File: src/rtl/wallet_stats_accumulator_pkg.sv
// Shared types and default widths for the transaction-tracing pipeline
// (wallet statistics accumulator and the downstream scorer).
package wallet_stats_accumulator_pkg;

  localparam int COUNT_W_DEF = 7;
  localparam int ID_W_DEF    = 16;
  localparam int TS_W_DEF    = 10;
  localparam int VALUE_W     = 30;
  localparam int SUM_W       = 64;

  typedef enum logic [1:0] {
    METH_STANDARD = 2'b00,
    METH_TETHER   = 2'b01,
    METH_MONERO   = 2'b10,
    METH_OTHER    = 2'b11
  } method_e;

  typedef enum logic [1:0] {
    ST_IDLE  = 2'b00,
    ST_ACCUM = 2'b01,
    ST_PEND  = 2'b10
  } state_e;

  function automatic logic is_priv(input logic [1:0] method);
    return (method == METH_TETHER) || (method == METH_MONERO);
  endfunction

endpackage

File: src/rtl/wallet_stats_outreg.sv
// Single-entry valid/ready holding register for one packed summary bundle.
// The loader must only assert load while free is high.
module wallet_stats_outreg #(
  parameter int W = 8
) (
  input  logic         clk,
  input  logic         rst,
  input  logic         load,
  input  logic [W-1:0] load_data,
  input  logic         ready,
  output logic         valid,
  output logic [W-1:0] data,
  output logic         free
);

  assign free = !valid || ready;

  always_ff @(posedge clk) begin
    if (rst) begin
      valid <= 1'b0;
      data  <= '0;
    end else if (load) begin
      valid <= 1'b1;
      data  <= load_data;
    end else if (ready) begin
      valid <= 1'b0;
    end
  end

endmodule

File: src/rtl/wallet_stats_accumulator.sv
// Folds a contiguous-by-wallet record stream into one summary per wallet group
// and hands the summaries downstream through a single holding register.
module wallet_stats_accumulator
  import wallet_stats_accumulator_pkg::*;
#(
  parameter int COUNT_W = COUNT_W_DEF,
  parameter int ID_W    = ID_W_DEF,
  parameter int TS_W    = TS_W_DEF
) (
  input  logic               clk,
  input  logic               rst,
  input  logic               rec_valid,
  output logic               rec_ready,
  input  logic [ID_W-1:0]    rec_wallet_id,
  input  logic [TS_W-1:0]    rec_time_stamp,
  input  logic               rec_in,
  input  logic [1:0]         rec_method,
  input  logic [VALUE_W-1:0] rec_value,
  input  logic               rec_last,
  output logic               stat_valid,
  input  logic               stat_ready,
  output logic [ID_W-1:0]    stat_wallet_id,
  output logic [COUNT_W-1:0] stat_txn_count,
  output logic [COUNT_W-1:0] stat_out_count,
  output logic [COUNT_W-1:0] stat_other_count,
  output logic               stat_priv_seen,
  output logic [SUM_W-1:0]   stat_value_sum,
  output logic [TS_W-1:0]    stat_period,
  output logic               stat_truncated
);

  localparam logic [COUNT_W-1:0] CAP    = '1;
  localparam logic [COUNT_W-1:0] CAP_M1 = CAP - 1'b1;
  localparam logic [COUNT_W-1:0] ONE    = COUNT_W'(1);
  localparam int BUN_W = ID_W + 3 * COUNT_W + 1 + SUM_W + TS_W + 1;

  function automatic logic [SUM_W-1:0] sat_add_sum(input logic [SUM_W-1:0] a,
                                                   input logic [VALUE_W-1:0] b);
    logic [SUM_W:0] s;
    s = {1'b0, a} + {{(SUM_W + 1 - VALUE_W){1'b0}}, b};
    return s[SUM_W] ? {SUM_W{1'b1}} : s[SUM_W-1:0];
  endfunction

  function automatic logic [COUNT_W-1:0] sat_inc(input logic [COUNT_W-1:0] a,
                                                 input logic en);
    if (!en || (a == CAP)) return a;
    return a + 1'b1;
  endfunction

  state_e               state_p0, state_nxt;
  logic [ID_W-1:0]      cur_id_p0;
  logic [TS_W-1:0]      first_ts_p0, last_ts_p0;
  logic [COUNT_W-1:0]   cnt_p0, out_p0, oth_p0;
  logic                 priv_p0;
  logic [SUM_W-1:0]     sum_p0;

  logic                 out_free, accept, same_id, open_new;
  logic                 close_now, trunc_now, acc_ld, emit_ld, emit_from_acc;
  logic [COUNT_W-1:0]   n_cnt, n_out, n_oth;
  logic                 n_priv, is_out, is_oth;
  logic [SUM_W-1:0]     n_sum;
  logic [TS_W-1:0]      n_first, per_acc, per_nxt;
  logic [BUN_W-1:0]     bun_acc, bun_nxt, bun_ld, stat_bus;

  assign same_id = (rec_wallet_id == cur_id_p0);

  always_comb begin
    rec_ready = 1'b0;
    if (!rst) begin
      case (state_p0)
        ST_IDLE:  rec_ready = 1'b1;
        ST_ACCUM: rec_ready = out_free || (same_id && !rec_last && (cnt_p0 < CAP_M1));
        default:  rec_ready = 1'b0;
      endcase
    end
  end

  assign accept   = rec_valid && rec_ready;
  assign open_new = (state_p0 == ST_IDLE) || !same_id;
  assign is_out   = !rec_in;
  assign is_oth   = (rec_method == METH_OTHER);

  // Group contents as they stand once the current record is folded in
  assign n_cnt   = open_new ? ONE : sat_inc(cnt_p0, 1'b1);
  assign n_out   = open_new ? {{(COUNT_W-1){1'b0}}, is_out} : sat_inc(out_p0, is_out);
  assign n_oth   = open_new ? {{(COUNT_W-1){1'b0}}, is_oth} : sat_inc(oth_p0, is_oth);
  assign n_priv  = is_priv(rec_method) || (!open_new && priv_p0);
  assign n_sum   = open_new ? {{(SUM_W - VALUE_W){1'b0}}, rec_value}
                            : sat_add_sum(sum_p0, rec_value);
  assign n_first = open_new ? rec_time_stamp : first_ts_p0;

  assign close_now = rec_last || (n_cnt == CAP);
  assign trunc_now = (n_cnt == CAP) && !rec_last;

  assign per_acc = last_ts_p0 - first_ts_p0;
  assign per_nxt = rec_time_stamp - n_first;
  assign bun_acc = {cur_id_p0, cnt_p0, out_p0, oth_p0, priv_p0, sum_p0, per_acc, 1'b0};
  assign bun_nxt = {rec_wallet_id, n_cnt, n_out, n_oth, n_priv, n_sum, per_nxt, trunc_now};
  assign bun_ld  = emit_from_acc ? bun_acc : bun_nxt;

  always_comb begin
    state_nxt     = state_p0;
    acc_ld        = 1'b0;
    emit_ld       = 1'b0;
    emit_from_acc = 1'b0;
    case (state_p0)
      ST_IDLE: begin
        if (accept) begin
          acc_ld = 1'b1;
          if (!rec_last) begin
            state_nxt = ST_ACCUM;
          end else if (out_free) begin
            emit_ld   = 1'b1;
            state_nxt = ST_IDLE;
          end else begin
            state_nxt = ST_PEND;
          end
        end
      end
      ST_ACCUM: begin
        if (accept) begin
          acc_ld = 1'b1;
          if (!same_id) begin
            // Old group leaves now; the new one waits if it is already complete
            emit_ld       = 1'b1;
            emit_from_acc = 1'b1;
            state_nxt     = rec_last ? ST_PEND : ST_ACCUM;
          end else if (close_now) begin
            emit_ld   = 1'b1;
            state_nxt = ST_IDLE;
          end
        end
      end
      ST_PEND: begin
        if (out_free) begin
          emit_ld       = 1'b1;
          emit_from_acc = 1'b1;
          state_nxt     = ST_IDLE;
        end
      end
      default: state_nxt = ST_IDLE;
    endcase
  end

  // Stage p0: open-group accumulators
  always_ff @(posedge clk) begin
    if (rst) begin
      state_p0    <= ST_IDLE;
      cur_id_p0   <= '0;
      first_ts_p0 <= '0;
      last_ts_p0  <= '0;
      cnt_p0      <= '0;
      out_p0      <= '0;
      oth_p0      <= '0;
      priv_p0     <= 1'b0;
      sum_p0      <= '0;
    end else begin
      state_p0 <= state_nxt;
      if (acc_ld) begin
        cur_id_p0   <= rec_wallet_id;
        first_ts_p0 <= n_first;
        last_ts_p0  <= rec_time_stamp;
        cnt_p0      <= n_cnt;
        out_p0      <= n_out;
        oth_p0      <= n_oth;
        priv_p0     <= n_priv;
        sum_p0      <= n_sum;
      end
    end
  end

  // Stage p1: registered summary towards the scorer
  wallet_stats_outreg #(.W(BUN_W)) u_outreg (
    .clk       (clk),
    .rst       (rst),
    .load      (emit_ld),
    .load_data (bun_ld),
    .ready     (stat_ready),
    .valid     (stat_valid),
    .data      (stat_bus),
    .free      (out_free)
  );

  assign {stat_wallet_id, stat_txn_count, stat_out_count, stat_other_count,
          stat_priv_seen, stat_value_sum, stat_period, stat_truncated} = stat_bus;

endmodule

File: config.mk
export PLATFORM = sky130hd
export DESIGN_NAME = wallet_stats_accumulator
export DESIGN_NICKNAME = d
export VERILOG_FILES = /design/src/rtl/wallet_stats_accumulator_pkg.sv /design/src/rtl/wallet_stats_outreg.sv /design/src/rtl/wallet_stats_accumulator.sv
export SDC_FILE = /design/constraint.sdc
export NUM_CORES = 1
export LEC_CHECK = 0
export ABC_CLOCK_PERIOD_IN_PS = 12900
export CAP_MARGIN = 20
export CORE_MARGIN = 5
export CORE_UTILIZATION = 60
export CTS_BUF_LIST = sky130_fd_sc_hd__clkbuf_2 sky130_fd_sc_hd__clkbuf_4 sky130_fd_sc_hd__clkbuf_8
export CTS_CLUSTER_SIZE = 14
export DETAILED_ROUTE_END_ITERATION = 10
export GPL_ROUTABILITY_DRIVEN = 0
export PLACE_DENSITY = 0.83
export SLEW_MARGIN = 20
export SYNTH_ARGS = -nofsm -noshare
export SYNTH_HDL_FRONTEND = slang
export SYNTH_SLANG_ARGS = --single-unit
File: constraint.sdc
create_clock -name clk -period 12.9 [get_ports clk]
set_input_delay 2.58 -clock clk [delete_from_list [all_inputs] [get_ports clk]]
set_output_delay 2.58 -clock clk [all_outputs]
set_load 0.01 [all_outputs]
Word-level counts from Yosys, hierarchy flattened
Cells that the tools add are included.

storage, ports and cells
  register bits = 238
  bits of input ports = 64
  output and inout port bits = 115
  logic and storage cells = 96

operators by class
  $add $sub $neg = 6
  $lt $le $gt $ge = 1
  eq/ne operators = 14
  multiplexer cells = 41
  reductions and logical operators = 23

operators with widths
  cell                                                             number
  64-bit two-way mux                                               2
  113-bit two-way mux                                              1
  64-bit by 30-bit adder with 65-bit output                        1
  7-bit two-way mux                                                9
  7-bit == test, second input constant                             4
  7-bit by 1-bit adder with 7-bit output, second input constant    3
  10-bit subtractor                                                2
  16-bit == test                                                   1
  1-bit two-way mux                                                16
  2-bit two-way mux                                                8
  10-bit two-way mux                                               1
  1-bit logical OR                                                 8
  7-bit less-than comparator, second input constant                1
  2-bit == test, second input constant                             3
  1-bit zero test                                                  6
  2-bit != test, second input constant                             3
  2-bit one-hot mux with 3 select lines                            1
  1-bit logical AND                                                5
  2-bit by 1-bit == test with 1-bit output, second input constant  2
  1-bit one-hot mux with 2 select lines                            2
  4-bit AND reduction                                              1
  3-bit != test, second input constant                             1
  1-bit one-hot mux with 3 select lines                            1
  2-bit zero test                                                  1
  2 further kinds                                                  2

Longest topological paths before layout
  word-level depth = 11
  gate-level depth with buffers = 18
  mapped depth without buffers = 17

Cells and area by module
A second synthesis with hierarchy kept.

second synthesis, totals
  cell total of the unflattened synthesis = 1903
  area total of the unflattened synthesis = 14670.3 um2

modules (own cells, without submodules)
  module                    instances  cells each  area each (um2)  sequential area each (um2)
  wallet_stats_accumulator  1          1534        10585.2          2482.4
  wallet_stats_outreg       1          369         4085.2           2282.2

Worst setup path before layout
OpenSTA, ideal clock, no wires.

  path type = input-to-output
  start = input port rst
  end = output port rec_ready
  arrival = 3.729 ns
  data required time = 10.320 ns
  setup slack = 6.591 ns
  stages on the path = 5
  path buffers = 4
  cell sequence = clkbuf_1 -> clkbuf_1 -> clkbuf_1 -> clkbuf_1 -> nor2_1

between the ends
  cells in the longest elaborated chain, start to end = 1

RTL lines
  element             RTL line                        RTL
  start: declaration  wallet_stats_accumulator.sv:11  input logic rst,
  1-bit two-way mux   wallet_stats_accumulator.sv:69  if (!rst) begin
  end: declaration    wallet_stats_accumulator.sv:13  output logic rec_ready,

Every way passes these cells.

Final worst setup path
  start = input port rec_wallet_id[14]
  end = output port rec_ready

between the ends
  cells in the longest elaborated chain, start to end = 6

RTL lines
  element                                RTL line                        RTL
  start: declaration                     wallet_stats_accumulator.sv:14  input logic [ID_W-1:0] rec_wallet_id,
  16-bit == test                         wallet_stats_accumulator.sv:65  assign same_id = (rec_wallet_id == cur_id_p0);
  1-bit logical AND (2 in a row)         wallet_stats_accumulator.sv:72  ST_ACCUM: rec_ready = out_free || (same_id && !rec_last && (cnt_p0 < CAP_M1));
  1-bit logical OR                       wallet_stats_accumulator.sv:72
  1-bit one-hot mux with 2 select lines  wallet_stats_accumulator.sv:70  case (state_p0)
  1-bit two-way mux                      wallet_stats_accumulator.sv:69

Every way passes these cells.

==> out/results.ini <==
[clock_tree]
cts_setup_buffers=0
cts_resized=0
clock-sinks=238
root_buffer=clkbuf_8
h-tree-depth=2
cts_tree=built
cts_made_buffers=42
cts_buffer_depth=3
path_clk_slew_ns=0.06
insertion_delay_ns=0.56
ctsHoldBuffers=0

[placed_design]
port_buffers=178
dp_hpwl_um=28130
post_dp_cell_area_mm2=0.01588

[grt]
grt_usage_pct=30.89
grt_pass1_vias=14033
grt-ovfl-total=0
antenna_found_initial=0
grt_first_pass_wirelength_um=68930
grt_max_degree=90

[setup_path]
worstPathRequired_ns=10.32
ff2ff_path_depth=16
crit_type=in -> out
critPathLaunchType=input port
worst_path_max_delay_cell=clkdlybuf4s50_1
end_kind=primary output
max_stage_delay_ns=0.56
crit_buf_inv=2
crit_chain=clkdlybuf4s50_1 > xor2_1 > nor4_1 > nand4_1 > nor3_1 > a21oi_1 > nor2_1 > clkdlybuf4s50_1
crit_arrival_ns=5.21
crit_top_cell=clkdlybuf4s50_1
crit_family=simple AND/OR/NAND/NOR gates
cp_max_fo=6
worst-path-stages=8

[route]
wl_met1_um=17860
remaining_drc_errors=0
viasPerCell=6.388
dr.first_iter.drc_count=1489
wl_met3_um=3993
routed_wl_um=43040
dr.pass1.iters=5
postRouteAntennaNets=0
wire_per_inst_um=18.54
highest_layer=met4
routed-wl-met2_um=19610
vias=14832

[logic_synthesis]
netlist_instances=1882
ys_warn_count=0
synthArstFlopShare_pct=0
syn-cell-area_mm2=0.01418
syn_area_per_cell_um2=7.534
synth-seq-area-share_pct=33.60
synth_most_common_cell=nand2_1
synth_edf_count=0
syn_nets=2005
synth.distinct_cells=89
ys_ff_latch=238
synth-main-ff-cell=dfxtp_1
yosysTopAreaCell=dfxtp_1
ys_top_cells_by_count=297 x nand2_1, 238 x dfxtp_1, 214 x nor2_1
yosysTopAreaCellShare_pct=33.60
synth_area_leaders=dfxtp_1 34%, nand2_1 7.9%, a21oi_1 7.1%, nor2_1 5.7%, ha_1 4.9%

[floorplan]
die-width_um=163.7
dieArea_mm2=0.02681
io_pins=179
rows=56
die_h_um=163.7
fp.coreArea_mm2=0.02340
start_util_pct=60.59

[pwr]
cellPowerDensity_mw_per_mm2=117.4
leakage_nw=6.046
ir_drop_uv=87.90
total_power_mw=1.979

[final_layout]
drive_gt1_share_pct=6.543
syn_to_final_growth_pct=18.85
final_util_pct=72.01
stdcell_area_mm2=0.01685
layout.nets=2096

[timing]
grt_setup_unrepaired=no
report.final.slew_viol_count=0
relSlewSlack_pct=23.84
max_slew.worst_pin.slew_ns=1.133
fin_skew_ns=0.02178
period_minus_slack_ns=7.793
hold_violations=0
fmax_ghz=0.1283
finalSetupViolCount=0
min_period_over_period_pct=60.41
setup-tns-final_ns=0

[status]
status=completed

[hold_path]
hold_class=reg -> reg
whs_path_depth=2

[run]
maxCapViolations=0

metal layers:
layer / GRT usage [%] / vias to the layer above
met5: 0 / -
li1: - / 6998
met2: 49.98 / 750
met1: 40.78 / 6950
met4: 13.53 / 0
met3: 5.144 / 134
final cells by class:
class                      instances  area [µm²]
sequential                       238        4765
fill                            1955        6550
antenna                            1       2.502
multi-input combinational       1462        8680
timing repair buffer             195        1911
clock inverter                    12       166.4
clock buffer                      61       802.0
inverter                          34       127.6
tap                              319       399.1
registers in the layout (all words and copies together) (netlist names):
register        flops
cnt_p0              7
first_ts_p0        10
oth_p0              7
u_outreg.data     113
out_p0              7
priv_p0             1
u_outreg.valid      1
state_p0            2
cur_id_p0          16
sum_p0             64
last_ts_p0         10
where the power goes:
group	internal, mW	switching, mW	total (mW)
Clock	0.480	0.323	0.803
Sequential	0.778	0.0283	0.806
Combinational	0.164	0.207	0.371
logic make-up (layout without fill, tap and decap cells):
family | Yosys count | count (layout) | share of synthesized area, %
other cells | 0 | 1 | 0
simple gates | 726 | 726 | 23.07
fa+ha+maj | 59 | 59 | 5.365
mux | 4 | 4 | 0.2912
buf+inv | 182 | 302 | 5.515
xor+xnor | 61 | 61 | 3.768
compound gates | 612 | 612 | 28.39
flops | 238 | 238 | 33.60
path summary, 6_finish.rpt:
| kind | from | to | slack [ns] |
|---|---|---|---|
| setup / recovery | rec_wallet_id[14] | rec_ready | 5.11 |
| hold reg to reg | u_outreg.data[76]$_SDFFE_PP0P_ | u_outreg.data[76]$_SDFFE_PP0P_ | 0.45 |
| hold / removal | u_outreg.data[76]$_SDFFE_PP0P_ | u_outreg.data[76]$_SDFFE_PP0P_ | 0.45 |
| setup reg to reg | cur_id_p0[14]$_SDFFE_PP0P_ | u_outreg.data[10]$_SDFFE_PP0P_ | 8.35 |
cells in the final DEF (no fill, tap or decap), drive strengths merged, types with 6 or more instances in the layout:
cell             n
a31oi           34
or4              6
xnor2           32
buf             18
o221ai          19
a21o            22
nand2          300
o22ai            6
o211ai          11
nor2b           14
and2            14
nand4           22
clkbuf          61
nor3            30
o21ai          113
o21a            10
a311oi          76
nor2           216
o311ai           6
xor2            29
a221oi           8
or3             17
clkdlybuf4s50  177
clkinv           6
nor4            10
o21bai           7
inv             35
dfxtp          238
and4             9
a21oi          203
o31ai           10
and3            24
nand2b           8
nand3           44
o31a             7
a211oi          35
ha              56
worst min-delay path, delay by kind of cell (launching register included):
family / cells / cell delay, ns
DFF: 1 / 0.31
and+or+nand+nor: 1 / 0.05
AOI/OAI and AO/OA: 1 / 0.05
per-stage QoR:
step	cells	worst slack, ns	hold WS (ns)
2_1_floorplan	1882	6.591	0.4319
3_3_place_gp	2248	5.213	0.4394
3_5_place_dp	2248	5.083	0.4454
4_1_cts	2321	5.102	0.4540
5_1_grt	2321	4.956	0.4718
6_report	2322	5.107	0.4547
Note: power is estimated with default switching activity, not from simulation.
